**src/rtl/painel_pkg.sv**
```systemverilog
// painel_pkg: shared mode, direction and FSM state constants for the display scroll register.
package painel_pkg;
  localparam logic [1:0] MODE_HOLD  = 2'b00;
  localparam logic [1:0] MODE_SHIFT = 2'b01;
  localparam logic [1:0] MODE_ROT   = 2'b10;
  localparam logic [1:0] MODE_RSVD  = 2'b11;
  localparam logic DIR_LEFT  = 1'b0;
  localparam logic DIR_RIGHT = 1'b1;
  typedef enum logic {ST_IDLE = 1'b0, ST_RUN = 1'b1} state_t;
endpackage

```
**src/rtl/painel_prescaler.sv**
```systemverilog
// painel_prescaler: reloadable down-counter; clk/clr_n, load+value reload, en counts down to 0 and holds, zero flags cnt==0.
module painel_prescaler #(
  parameter int W = 16
) (
  input  logic         clk,
  input  logic         clr_n,
  input  logic         load,
  input  logic         en,
  input  logic [W-1:0] value,
  output logic         zero
);
  logic [W-1:0] cnt;
  always_ff @(posedge clk or negedge clr_n)
    if (!clr_n) cnt <= '0;
    else if (load) cnt <= value;
    else if (en && cnt != '0) cnt <= cnt - 1'b1;
  assign zero = cnt == '0;
endmodule

```
**src/rtl/painel_scroll_reg.sv**
```systemverilog
// painel_scroll_reg: STEP-wise shift/rotate display register with timed auto-scroll; ports: load/d, mode/dir/fill, step, start/n_steps/div/stop -> q, busy, tick, done.
module painel_scroll_reg
  import painel_pkg::*;
#(
  parameter int WIDTH = 28,
  parameter int STEP  = 7,
  parameter int DIV_W = 16,
  parameter int CNT_W = 8
) (
  input  logic             clk,
  input  logic             clr_n,
  input  logic             load,
  input  logic [WIDTH-1:0] d,
  input  logic [1:0]       mode,
  input  logic             dir,
  input  logic [STEP-1:0]  fill,
  input  logic             step,
  input  logic             start,
  input  logic [CNT_W-1:0] n_steps,
  input  logic [DIV_W-1:0] div,
  input  logic             stop,
  output logic [WIDTH-1:0] q,
  output logic             busy,
  output logic             tick,
  output logic             done
);
  state_t state, state_nx;
  logic [DIV_W-1:0] div_eff, div_in, reload;
  logic [CNT_W-1:0] rem;
  logic [STEP-1:0] ins;
  logic [WIDTH-1:0] stepped;
  logic pre_zero, start_ok, run_step, apply, last;
  always_comb begin
    div_in   = div == '0 ? DIV_W'(1) : div;
    start_ok = state == ST_IDLE && start && !load;
    run_step = state == ST_RUN && pre_zero && !load && !stop;
    apply    = run_step || (state == ST_IDLE && step && !load && !start);
    last     = run_step && rem == CNT_W'(1);
    reload   = (start_ok ? div_in : div_eff) - 1'b1;
    // rotate re-inserts the digit falling off the far end; shift inserts fill
    ins      = mode == MODE_ROT ? (dir == DIR_RIGHT ? q[STEP-1:0] : q[WIDTH-1 -: STEP]) : fill;
    stepped  = (mode == MODE_HOLD || mode == MODE_RSVD) ? q :
               dir == DIR_LEFT ? WIDTH'({q, ins}) : WIDTH'({ins, q} >> STEP);
    state_nx = state;
    state_nx = (load || (state == ST_RUN && stop) || last) ? ST_IDLE : start_ok ? ST_RUN : state;
  end
  always_ff @(posedge clk or negedge clr_n)
    if (!clr_n) state <= ST_IDLE;
    else state <= state_nx;
  always_ff @(posedge clk or negedge clr_n)
    if (!clr_n) begin
      q       <= '0;
      tick    <= 1'b0;
      done    <= 1'b0;
      rem     <= '0;
      div_eff <= '0;
    end else begin
      q       <= load ? d : apply ? stepped : q;
      tick    <= apply;
      done    <= last;
      rem     <= start_ok ? n_steps : (run_step && rem != '0) ? rem - 1'b1 : rem;
      div_eff <= start_ok ? div_in : div_eff;
    end
  painel_prescaler #(.W(DIV_W)) u_pre (
    .clk   (clk),
    .clr_n (clr_n),
    .load  (start_ok || run_step),
    .en    (state == ST_RUN),
    .value (reload),
    .zero  (pre_zero)
  );
  assign busy = state == ST_RUN;
endmodule

```
**config.mk**
```make
export PLATFORM = sky130hd
export DESIGN_NAME = painel_scroll_reg
export DESIGN_NICKNAME = d
export VERILOG_FILES = /design/src/rtl/painel_pkg.sv /design/src/rtl/painel_prescaler.sv /design/src/rtl/painel_scroll_reg.sv
export SDC_FILE = /design/constraint.sdc
export NUM_CORES = 1
export LEC_CHECK = 0
export CORE_ASPECT_RATIO = 1.1
export CORE_MARGIN = 4
export CORE_UTILIZATION = 55
export DETAILED_ROUTE_END_ITERATION = 8
export PLACE_DENSITY = 0.86
export SYNTH_ARGS = -nofsm -noshare
export SYNTH_HDL_FRONTEND = slang
export SYNTH_SLANG_ARGS = --single-unit
```
**constraint.sdc**
```tcl
create_clock -name clk -period 4.7 [get_ports clk]
set_input_delay 0.47 -clock clk [delete_from_list [all_inputs] [get_ports clk]]
set_output_delay 0.47 -clock clk [all_outputs]
set_load 0.005 [all_outputs]
```
Yosys cells after proc, flatten, opt, wreduce, memory -nomap -nowiden:

Cells that the tools add are included.

* add/sub/neg operators: 3
* equal/unequal tests: 4
* multiplexer cells: 14
* bitwise logic cells: 1
* reduce and logical (&&, ||, !) cells: 30

Operator list (number)
* 28-bit 2-to-1 mux: 4
* 16-bit 2-to-1 mux: 4
* 16-bit logical NOT: 2
* 16-bit by 1-bit subtractor with 16-bit output, second input constant: 2
* 8-bit 2-to-1 mux: 2
* 16-bit nonzero test: 1
* 7-bit 2-to-1 mux: 2
* 1-bit logical AND: 12
* 8-bit by 1-bit == test with 1-bit output, second input constant: 1
* 2-bit nonzero test: 4
* 8-bit nonzero test: 1
* 8-bit by 1-bit subtractor with 8-bit output, second input constant: 1
* 1-bit logical OR: 5
* 2-bit == test, second input constant: 2
* 1-bit logical NOT: 3
* 2-bit logical NOT: 1
* 1-bit 2-to-1 mux: 2
* 2-bit inequality test, second input constant: 1
* 2-bit AND reduction: 1
* 1-bit NOT: 1

* register bits: 71
* input bits: 68

Depth between registers and ports, before layout:

Gate-level depths: netlist of the first run.

* depth after elaboration: 7
* gate-level depth with buffers: 15

Modules after synthesis:

From an unflattened synthesis of the first run, not the netlist that was laid out.

* cell total of the unflattened synthesis: 561
* area, all modules: 4544.4 sq um

By module, submodules not included
* painel_scroll_reg: instances 1, cells each 437, area each 3480.8 sq um, sequential area each 1376.3 sq um
* painel_prescaler: instances 1, cells each 124, area each 1063.5 sq um, sequential area each 400.4 sq um

Worst setup path before layout of the first run:

No wires, ideal clock.

* kind: register to register
* start point: reg u_pre.cnt[11]
* end point: reg u_pre.cnt[12]
* setup time: 0.126 ns
* data arrival time: 2.900 ns
* required time: 4.574 ns
* setup slack: 1.673 ns
* cell stages (with the launch flop): 14
* path buffers: 2
* period minus slack after synthesis: 3.027 ns
* path through: dfrtp_1 > nor4_2 > nand4_1 > o21ai_2 > buf_2 > mux2i_1 > ha_1 > clkbuf_1 > nand4b_1 > mux2i_4 > nand3_4 > nor3_1 > xnor2_1 > mux2i_1

* cells in the longest elaborated chain, start to end: 6

RTL lines
* start, declared: RTL line painel_prescaler.sv:12 `logic [W-1:0] cnt;`
* start signal, assigned: RTL line painel_prescaler.sv:15 `else if (load) cnt <= value;`
* start signal, assigned: RTL line painel_prescaler.sv:16 `else if (en && cnt != '0) cnt <= cnt - 1'b1;`
* branches (longest 6 deep; another with 16-bit by 1-bit subtractor with 16-bit output)

Several ways; the timed one is not identified. The select of a mux whose other input is x is not followed.
A chain may end at the register's enable or synchronous reset.

Final worst setup path of the first run:

Ends and elaborated chain as after synthesis.

==> qor.yml, run 1 <==
run_status:
  outcome: "finished, final reports clean"
cts:
  number_of_instances_resized_during_post_cts_repair: 0
  cts.clk_slew.worst_paths_ns: 0.07
  holdBufCountCts: 0
  cts_made_buffers: 9
  worst_skew_pair.late_latency_ns: 0.35
  clock_tree_from_tritoncts: "built"
  ctsLongestPathBuffers: 2
  post_cts_buffers: 0
  h-tree-depth: 3
  clock-root-buffer: "clkbuf_8"
  cts_sinks: 71
die:
  io_pins: 99
  placeableCoreArea_um2: 7556
  initial_core_util_pct: 57.39
  dieHeight_um: 101.1
  rows: 33
  dieArea_um2: 9371
  fp.dieW_um: 92.67
synth:
  synth_seq_area_share_pct: 40.97
  synth.ff_latch_count: 71
  yosysWarnings: 0
  postSynth.topFlopCell: "dfrtp_1"
  synthesis.nets: 573
  post-synth-top-area-fraction_pct: 40.97
  synth.lib_cells_used.distinct: 60
  synth_enable_flop_cells: 0
  synth_area_um2: 4337
  yosys.area.top_type: "dfrtp_1"
  async_set_reset_flop_share_out_of_synthesis_pct: 100.0
  synth.avg_cell_area_um2: 8.656
  synth_cells: 501
  largest_cells_by_area_after_synthesis: "dfrtp_1 (41%), nand2_1 (8.8%), mux2i_1 (8.3%)"
placed_design:
  placement.io_buffers: 98
  place.gp.congestion: 0.9396
  numPlacedInstances: 683
  instance_area_at_placement_um2: 5374
  detailedPlacementHpwl_um: 8185
  post-place-ws_ns: 1.158
global_routing:
  globalRouteMet3Util_pct: 5.572
  global_route.overflow_total: 0
  initial_antenna_violation_count: 0
  grt_pass1_wl_um: 19140
  grt_start_max_net_pins: 72
  gr-max-usage-layer: "met2"
  gr-usage-all-layers_pct: 25.71
  gr-usage-met2_pct: 43.58
  grt_pass1_vias: 4006
  grt_util_met1_pct: 31.42
route:
  dr_total_vias: 4015
  drtPass1Iterations: 5
  drc_errors: 0
  final_antenna_net_count: 0
  avgViaCountPerCell: 5.744
  routed_wl_um: 11540
  post_drt_wl_per_cell_um: 16.51
  drt_iter0_markers: 294
power:
  internal_power_mw: 1.297
  p_sw_mw: 0.6276
  power.static_leakage_nw: 2.242
  power_frac_seq_pct: 43.6
  worst_ir_drop_vdd_mv: 0.2586
  power.clock.fraction_pct: 28.2
  power_dens_cells_nw_per_um2: 344.0
  p_sw_share_pct: 32.61
  p_comb_share_pct: 28.2
  fin_total_pwr_mw: 1.925
timing:
  final.hold.worst_slack_ns: 0.3307
  finClkSkew_ns: 0.008248
  timing.final.setup_violations: 0
  worst_slew_pin_slew_ns: 1.142
  final.setup.worst_slack_ns: 1.401
  rsz_0062_raised_after_global_routing: "false"
  timing.final.max_slew_violations: 0
  final_period_minus_worst_setup_slack_ns: 3.299
  summed_negative_setup_slack_over_all_endpoints_ns: 0
  final-hold-violation-count: 0
  post-route-period-util_pct: 70.20
  slew_headroom_pct: 23.72
  maxClockFrequency_mhz: 303.1
layout:
  fin_nets: 661
  finalInstanceArea_um2: 5595
  finalNonFillerCells: 699
  n_antenna_cell: 0
  postLayoutCoreUtil_pct: 74.05
  syn_to_final_growth_pct: 29.02
  fillers: 548
  post_route_cells_drive_above_1_share_pct: 8.923
setup_path:
  cp-end-kind: "flop"
  crit_buf_inv: 1
  timing.critical_path.fanout_max: 13
  cp_top_family: "simple AND/OR/NAND/NOR gates"
  critical_path.most_common_cell: "mux2i_1"
  crit_path_start_kind: "flop"
  cells_traversed_along_the_worst_timing_path: "nor4_2 > nand4_1 > o21ai_2 > buf_4 > mux2i_1 > ha_1 > nand4b_1 > mux2i_4 > nand3_4 > nor3_1 > xnor2_1 > mux2i_1"
  arrival_time_reported_for_the_critical_path_endpoint_ns: 3.52
  setup.worst_path.class: "reg2reg"
  cpPeakStageDelay_ns: 0.44
  cp.required_ns: 4.92
  cp_slowest_cell: "dfrtp_1"
flow_run:
  number_of_maximum_capacitance_violations: 0
hold_path:
  worst_hold_path_type: "in2async"
[Yosys cell counts, drive strengths merged (2+ instances only)]
master and n:
a21boi 2, a21o 2, a21oi 35, a31oi 4, buf 10, clkbuf 19, dfrtp 71, ha 4
inv 9, mux2 2, mux2i 39, nand2 103, nand3 4, nand4 5, nand4b 2, nor2 37
nor2b 8, nor3 16, nor3b 2, nor4 8, o211ai 2, o21a 2, o21ai 68, o31ai 4
or3 5, xnor2 17, xor2 9
[power groups by stage]
| stage | combinational (mW) | clock [mW] | sequential (mW) |
|---|---|---|---|
| 2_1_floorplan | 0.338 | 0 | 0.819 |
| 6_report | 0.543 | 0.543 | 0.839 |
| 5_1_grt | 0.603 | 0.578 | 0.854 |
| 3_3_place_gp | 0.514 | 0 | 0.840 |
| 3_5_place_dp | 0.535 | 0 | 0.843 |
| 4_1_cts | 0.540 | 0.548 | 0.834 |
[worst paths after layout]
check	from	to	slack (ns)	cells after the start
max	u_pre.cnt[11]	u_pre.cnt[12]	1.40	12
min	clr_n	div_eff[3]	0.33	2
max reg2reg	u_pre.cnt[11]	u_pre.cnt[12]	1.40	12
min reg2reg	div_eff[14]	div_eff[14]	0.49	2
max in group asynchronous	clr_n	div_eff[14]	3.79	2
min in group clk	div_eff[14]	div_eff[14]	0.49	2
[cell families after synthesis]
kind of cell / share of synthesized area [%]
muxes: 10.18
DFF: 40.97
AOI/OAI and AO/OA: 16.47
adders and majority gates: 1.154
xor gates and xnor gates: 5.251
buffers and inverters: 3.779
and+or+nand+nor: 22.19
[state kept, by name (all words and copies together), names as in the netlist]
signal     cells
busy           1
div_eff       16
done           1
q             28
rem            8
tick           1
u_pre.cnt     16
[routing by layer]
layer | share of wire (%) | vias up
met5 | 0 | -
met2 | 48 | 161
li1 | - | 1914
met3 | 7.2 | 34
met4 | 3.3 | 0
met1 | 41 | 1906
[layout make-up]
type / count / area (um2) / area share, %
clock inverter: 6 / 83.83 / 1.498
clock buffer: 10 / 137.6 / 2.460
tap: 105 / 131.4 / 2.348
inverter: 9 / 33.78 / 0.6038
sequential: 71 / 1777 / 31.75
multi-input combinational: 392 / 2401 / 42.91
timing repair buffer: 106 / 1031 / 18.43
[cells in the final DEF (no fill, tap or decap), types with 3 or more instances in the layout]
cell             Yosys  routed
mux2i_1             36      36
nor2b_1              8       8
inv_1                9       9
clkdlybuf4s50_1      0      96
a21oi_1             33      33
a31oi_1              3       3
ha_1                 4       4
or3_1                5       5
o31ai_1              3       3
o21ai_1              4       4
nor2_1              35      35
xor2_1               9       9
nor4_1               6       6
buf_4                2       8
nor3_2               3       3
nor3_1              12      12
xnor2_1             17      17
o21ai_0             63      63
nand2_1            102     102
clkbuf_8             0      10
dfrtp_1             71      71
clkinv_2             0       3
nand4_1              4       4
Power figures use the tool's default switching activity.
==> inputs of run 2 (changes only) <==
Settings changed: CORE_UTILIZATION 55 to 51, PLACE_DENSITY 0.86 to 0.81.
Clock period 4.7 ns to 3.3 ns, I/O delays scaled along.
==> run 2 against run 1 <==
  * Largest cell class unchanged
  * Sequential share of layout area decreased by 0.12 points
  * Worst hold slack worse by 0.21 ns
  * First-iteration DRC count down 37%
  * Register-to-register slack worse by 1.1 ns
  * Via count shrank 2.3%
  * Sequential power grew 42%
  * Cell area up 0.38%
  * Global-route usage is 2.5 points lower
  * Fmax increased by 11%
  * Combinational power is 45% higher
  * Die area increased by 7.2%
==> qor.yml, run 2 (synthesized netlist as in run 1, its figures left out) <==
global_routing:
  grt_pass1_vias: 3869
  global_route.overflow_total: 0
  initial_antenna_violation_count: 0
  grt_pass1_wl_um: 18490
  grt_start_max_net_pins: 47
  gr-usage-all-layers_pct: 23.24
cts:
  cts_sinks: 71
  cts.clk_slew.worst_paths_ns: 0.07
  post_cts_buffers: 0
  ctsLongestPathBuffers: 2
  number_of_instances_resized_during_post_cts_repair: 0
  clock_tree_from_tritoncts: "built"
  clock-root-buffer: "clkbuf_8"
  worst_skew_pair.late_latency_ns: 0.35
  h-tree-depth: 3
  holdBufCountCts: 0
  cts_made_buffers: 9
setup_path:
  cpPeakStageDelay_ns: 0.62
  timing.critical_path.fanout_max: 9
  crit_path_start_kind: "flop"
  cp_slowest_cell: "or3b_1"
  critical_path.most_common_cell: "mux2i_1"
  arrival_time_reported_for_the_critical_path_endpoint_ns: 3.20
  cells_traversed_along_the_worst_timing_path: "or3b_1 > nor2_2 > a21oi_1 > mux2i_1 > ha_1 > nand4b_1 > mux2i_4 > nand3_4 > nor3_1 > xnor2_1 > mux2i_1"
  setup.worst_path.class: "reg2reg"
  reg2reg_to: "u_pre.cnt[12]"
  reg2reg_setup_slack_ns: 0.33
  timing.rr.start: "busy"
  cp-end-kind: "flop"
  cp.required_ns: 3.54
  r2r_cells: 11
route:
  avgViaCountPerCell: 5.530
  dr_total_vias: 3921
  drtPass1Iterations: 5
  drt_iter0_markers: 185
  routed_wl_um: 11380
  post_drt_wl_per_cell_um: 16.05
  drc_errors: 0
  final_antenna_net_count: 0
layout:
  finalInstanceArea_um2: 5617
  ff_latch_area_um2: 1777
  finalNonFillerCells: 709
  reg_top3: "q: 28 flops, div_eff: 16 flops, u_pre.cnt: 16 flops"
  post_route_cells_drive_above_1_share_pct: 9.365
  fillers: 683
  multi_input_comb_area_um2: 2401
  syn_to_final_growth_pct: 29.52
  top_register: "q"
  layout_common_cells: "nand2_1 (102), clkdlybuf4s50_1 (96), dfrtp_1 (71)"
  final_common_cell: "nand2_1"
  n_antenna_cell: 0
  largest_register_ff_count: 28
  fin_nets: 666
timing:
  worst_slew_pin_slew_ns: 0.9655
  rsz_0062_raised_after_global_routing: "false"
  summed_negative_setup_slack_over_all_endpoints_ns: 0
  final_period_minus_worst_setup_slack_ns: 2.968
  maxClockFrequency_mhz: 337.0
  final-hold-violation-count: 0
  slew_headroom_pct: 35.64
  finClkSkew_ns: 0.006716
  post-route-period-util_pct: 89.93
  timing.final.max_slew_violations: 0
  timing.final.setup_violations: 0
placed_design:
  instance_area_at_placement_um2: 5419
  placement.io_buffers: 98
  place.gp.congestion: 0.9225
  detailedPlacementHpwl_um: 8401
  numPlacedInstances: 694
die:
  dieArea_um2: 10040
  rows: 35
  placeableCoreArea_um2: 8320
  io_pins: 99
  initial_core_util_pct: 52.12
  fp.dieW_um: 95.92
  dieHeight_um: 104.7
hold_path:
  worst_hold_path_type: "in2async"
power:
  power.static_leakage_nw: 2.249
  fin_total_pwr_mw: 2.686
  power_dens_cells_nw_per_um2: 478.2
  worst_ir_drop_vdd_mv: 0.3407
run_status:
  outcome: "finished, final reports clean"
flow_run:
  number_of_maximum_capacitance_violations: 0
-- run 2: cell count changes in the layout (fill, tap and decap cells not counted) --
cell        delta
clkinvlp_4     +1
buf_4          +5
clkbuf_8       +1
clkinv_4       -1
clkbuf_1       +1
bufinv_16      -1
clkinv_2       -2
-- run 2: how the worst max path moves through the flow --
stage                   from  depth (start not counted)       endpoint
2_1_floorplan  u_pre.cnt[11]                         13  u_pre.cnt[12]
3_3_place_gp           start                         12  u_pre.cnt[12]
3_5_place_dp           start                         12  u_pre.cnt[12]
4_1_cts                 busy                         11  u_pre.cnt[12]
5_1_grt                 busy                         11  u_pre.cnt[12]
6_report                busy                         11  u_pre.cnt[12]
-- run 2: where the power goes --
part / switching [mW] / internal [mW] / leakage [nW]
clock: 0.323 / 0.385 / 0.0985
sequential: 0.162 / 1.03 / 0.862
combinational: 0.397 / 0.390 / 1.29
total: 0.882 / 1.80 / 2.25
-- run 2: area by class of cell --
cell class | count | share of cell area, %
multi-input combinational | 392 | 42.75
clock inverter | 3 | 0.7574
clock buffer | 12 | 2.762
timing repair buffer | 111 | 19.02
tap | 111 | 2.473
inverter | 9 | 0.6015
sequential | 71 | 31.63
-- run 2: stage by stage --
stage / hold slack, ns / setup slack [ns] / util [%]
detailed placement: 0.4740 / 0.1415 / 65.13
floorplan: 0.03441 / 0.2734 / -
global placement: 0.4679 / 0.2311 / 65.13
CTS: 0.1598 / 0.3752 / 67.50
global route: 0.1955 / 0.1404 / 67.50
finish: 0.1247 / 0.3324 / 67.50
-- run 2: worst max-delay path: cells and delay by family, from the launching register on --
kind | cells | cell delay (ns)
AO/OA/AOI/OAI | 1 | 0.12
XOR/XNOR | 1 | 0.15
adder cells (fa/ha/maj) | 1 | 0.24
flip-flops | 1 | 0.50
multiplexers | 3 | 0.54
AND/OR/NAND/NOR | 5 | 1.28
-- run 2: routing by layer --
metal  global-route usage, %  wire, um
met1                   31.21      4785
met2                   37.11      5498
met3                   5.256       908
met4                   7.114       184
met5                       0         0
==> inputs of run 3 (changes only) <==
Settings changed: CORE_UTILIZATION 51 to 40, PLACE_DENSITY 0.81 to 0.66.
==> run 3 against run 2 <==
  * Fmax is essentially flat
  * Register-to-register slack is essentially flat
  * Clock power grew 48%
  * Combinational power shrank 0.9%
  * Largest cell class unchanged
  * Die area grew 25%
  * Power grew 13%
  * Worst hold slack gained 0.078 ns
  * Critical path type unchanged
  * Critical endpoint unchanged
  * Clock-buffer cell count shrank 2
  * Sequential power is essentially flat
  * Largest power group unchanged
  * Cell area grew 3.1%
  * First-iteration DRC count grew 4.3%
==> qor.yml, run 3 (synthesized netlist as in run 1, its figures left out) <==
run_status:
  outcome: "finished, final reports clean"
power:
  power_dens_cells_nw_per_um2: 522.5
  fin_total_pwr_mw: 3.025
  power.static_leakage_nw: 2.318
  worst_ir_drop_vdd_mv: 0.3767
timing:
  maxClockFrequency_mhz: 336.9
  post-route-period-util_pct: 89.96
  finClkSkew_ns: 0.005993
  slew_headroom_pct: 39.17
  final_period_minus_worst_setup_slack_ns: 2.969
  summed_negative_setup_slack_over_all_endpoints_ns: 0
  rsz_0062_raised_after_global_routing: "false"
  timing.final.max_slew_violations: 0
  timing.final.setup_violations: 0
  final-hold-violation-count: 0
  worst_slew_pin_slew_ns: 0.9124
flow_run:
  number_of_maximum_capacitance_violations: 0
cts:
  cts.clk_slew.worst_paths_ns: 0.06
  worst_skew_pair.late_latency_ns: 0.33
  clock_tree_from_tritoncts: "built"
  post_cts_buffers: 0
  h-tree-depth: 3
  cts_sinks: 71
  clock-root-buffer: "clkbuf_16"
  number_of_instances_resized_during_post_cts_repair: 0
  ctsLongestPathBuffers: 2
  holdBufCountCts: 0
  cts_made_buffers: 9
layout:
  final_common_cell: "nand2_1"
  largest_register_ff_count: 28
  reg_top3: "q: 28 flops, div_eff: 16 flops, u_pre.cnt: 16 flops"
  fin_nets: 667
  top_register: "q"
  n_antenna_cell: 0
  post_route_cells_drive_above_1_share_pct: 9.833
  layout_common_cells: "nand2_1 (102), clkdlybuf4s50_1 (96), dfrtp_1 (71)"
  syn_to_final_growth_pct: 33.50
route:
  post_drt_wl_per_cell_um: 15.35
  avgViaCountPerCell: 5.292
  drc_errors: 0
  routed_wl_um: 11410
  drt_iter0_markers: 193
  final_antenna_net_count: 0
  drtPass1Iterations: 4
  dr_total_vias: 3932
global_routing:
  gr-usage-all-layers_pct: 19.00
  grt_pass1_vias: 3932
  grt_start_max_net_pins: 72
  grt_pass1_wl_um: 19020
  initial_antenna_violation_count: 0
  global_route.overflow_total: 0
setup_path:
  cpPeakStageDelay_ns: 0.45
  crit_path_start_kind: "flop"
  cp.required_ns: 3.51
  setup.worst_path.class: "reg2reg"
  reg2reg_setup_slack_ns: 0.33
  cp_slowest_cell: "dfrtp_1"
  timing.critical_path.fanout_max: 4
  critical_path.most_common_cell: "mux2i_1"
  cells_traversed_along_the_worst_timing_path: "nor4_2 > nand4_1 > o21ai_2 > mux2i_1 > ha_1 > nand4b_1 > mux2i_4 > nand3_4 > nor3_1 > xnor2_1 > mux2i_1"
  reg2reg_to: "u_pre.cnt[12]"
  timing.rr.start: "u_pre.cnt[11]"
  arrival_time_reported_for_the_critical_path_endpoint_ns: 3.18
  cp-end-kind: "flop"
  r2r_cells: 11
die:
  fp.dieW_um: 107.3
  dieHeight_um: 117.2
  initial_core_util_pct: 41.34
  dieArea_um2: 12570
  io_pins: 99
  placeableCoreArea_um2: 10490
  rows: 39
placed_design:
  detailedPlacementHpwl_um: 8333
  place.gp.congestion: 0.8912
  placement.io_buffers: 98
hold_path:
  worst_hold_path_type: "in2async"
-- run 3: where the power goes --
group | internal (mW) | switching [mW] | leakage (nW) | total, mW
sequential | 1.03 | 0.165 | 0.862 | 1.19
clock | 0.679 | 0.371 | 0.162 | 1.05
combinational | 0.391 | 0.389 | 1.29 | 0.780
total | 2.10 | 0.924 | 2.32 | 3.02
-- run 3: worst max-delay path by stage --
stage,start,to,slack (ns),cells after the start
6_report,u_pre.cnt[11],u_pre.cnt[12],0.33,11
5_1_grt,u_pre.cnt[11],u_pre.cnt[12],0.15,11
4_1_cts,u_pre.cnt[11],u_pre.cnt[12],0.34,11
3_5_place_dp,start,u_pre.cnt[12],0.08,12
3_3_place_gp,start,u_pre.cnt[12],0.29,12
2_1_floorplan,u_pre.cnt[11],u_pre.cnt[12],0.27,13
-- run 3: area by class of cell --
type,instances,area (um2)
fillers,966,4702
multi-input cells,392,2401
flip-flops and latches,71,1777
repair buffers,112,1076
clock buffers,10,239.0
well taps,143,178.9
clock inverters,6,83.83
inverters,9,33.78
-- run 3: worst max-delay path, delay by kind of cell, from the launching register on --
kind                     cells  cell delay [ns]
XOR/XNOR                     1             0.16
flip-flops                   1             0.45
AND/OR/NAND/NOR              5             1.12
adder cells (fa/ha/maj)      1             0.24
AO/OA/AOI/OAI                1             0.24
multiplexers                 3             0.64
-- run 3: metrics by stage --
stage	util, %	worst slack, ns	cells	area (um2)	hold slack (ns)
6_report	55.18	0.3315	743	5789	0.2027
5_1_grt	55.18	0.1512	743	5789	0.2904
4_1_cts	55.18	0.3386	743	5789	0.2639
3_5_place_dp	52.10	0.07961	727	5466	0.4729
3_3_place_gp	52.10	0.2877	727	5466	0.4708
2_1_floorplan	-	0.2734	501	4337	0.03441
-- run 3: per-layer routing --
metal | wire length (um) | vias up | global-route usage [%]
met1 | 5178 | 1872 | 24.19
met3 | 738 | 14 | 3.182
met2 | 5320 | 121 | 32.75
li1 | - | 1925 | -
met5 | 0 | - | 0
met4 | 167 | 0 | 6.820
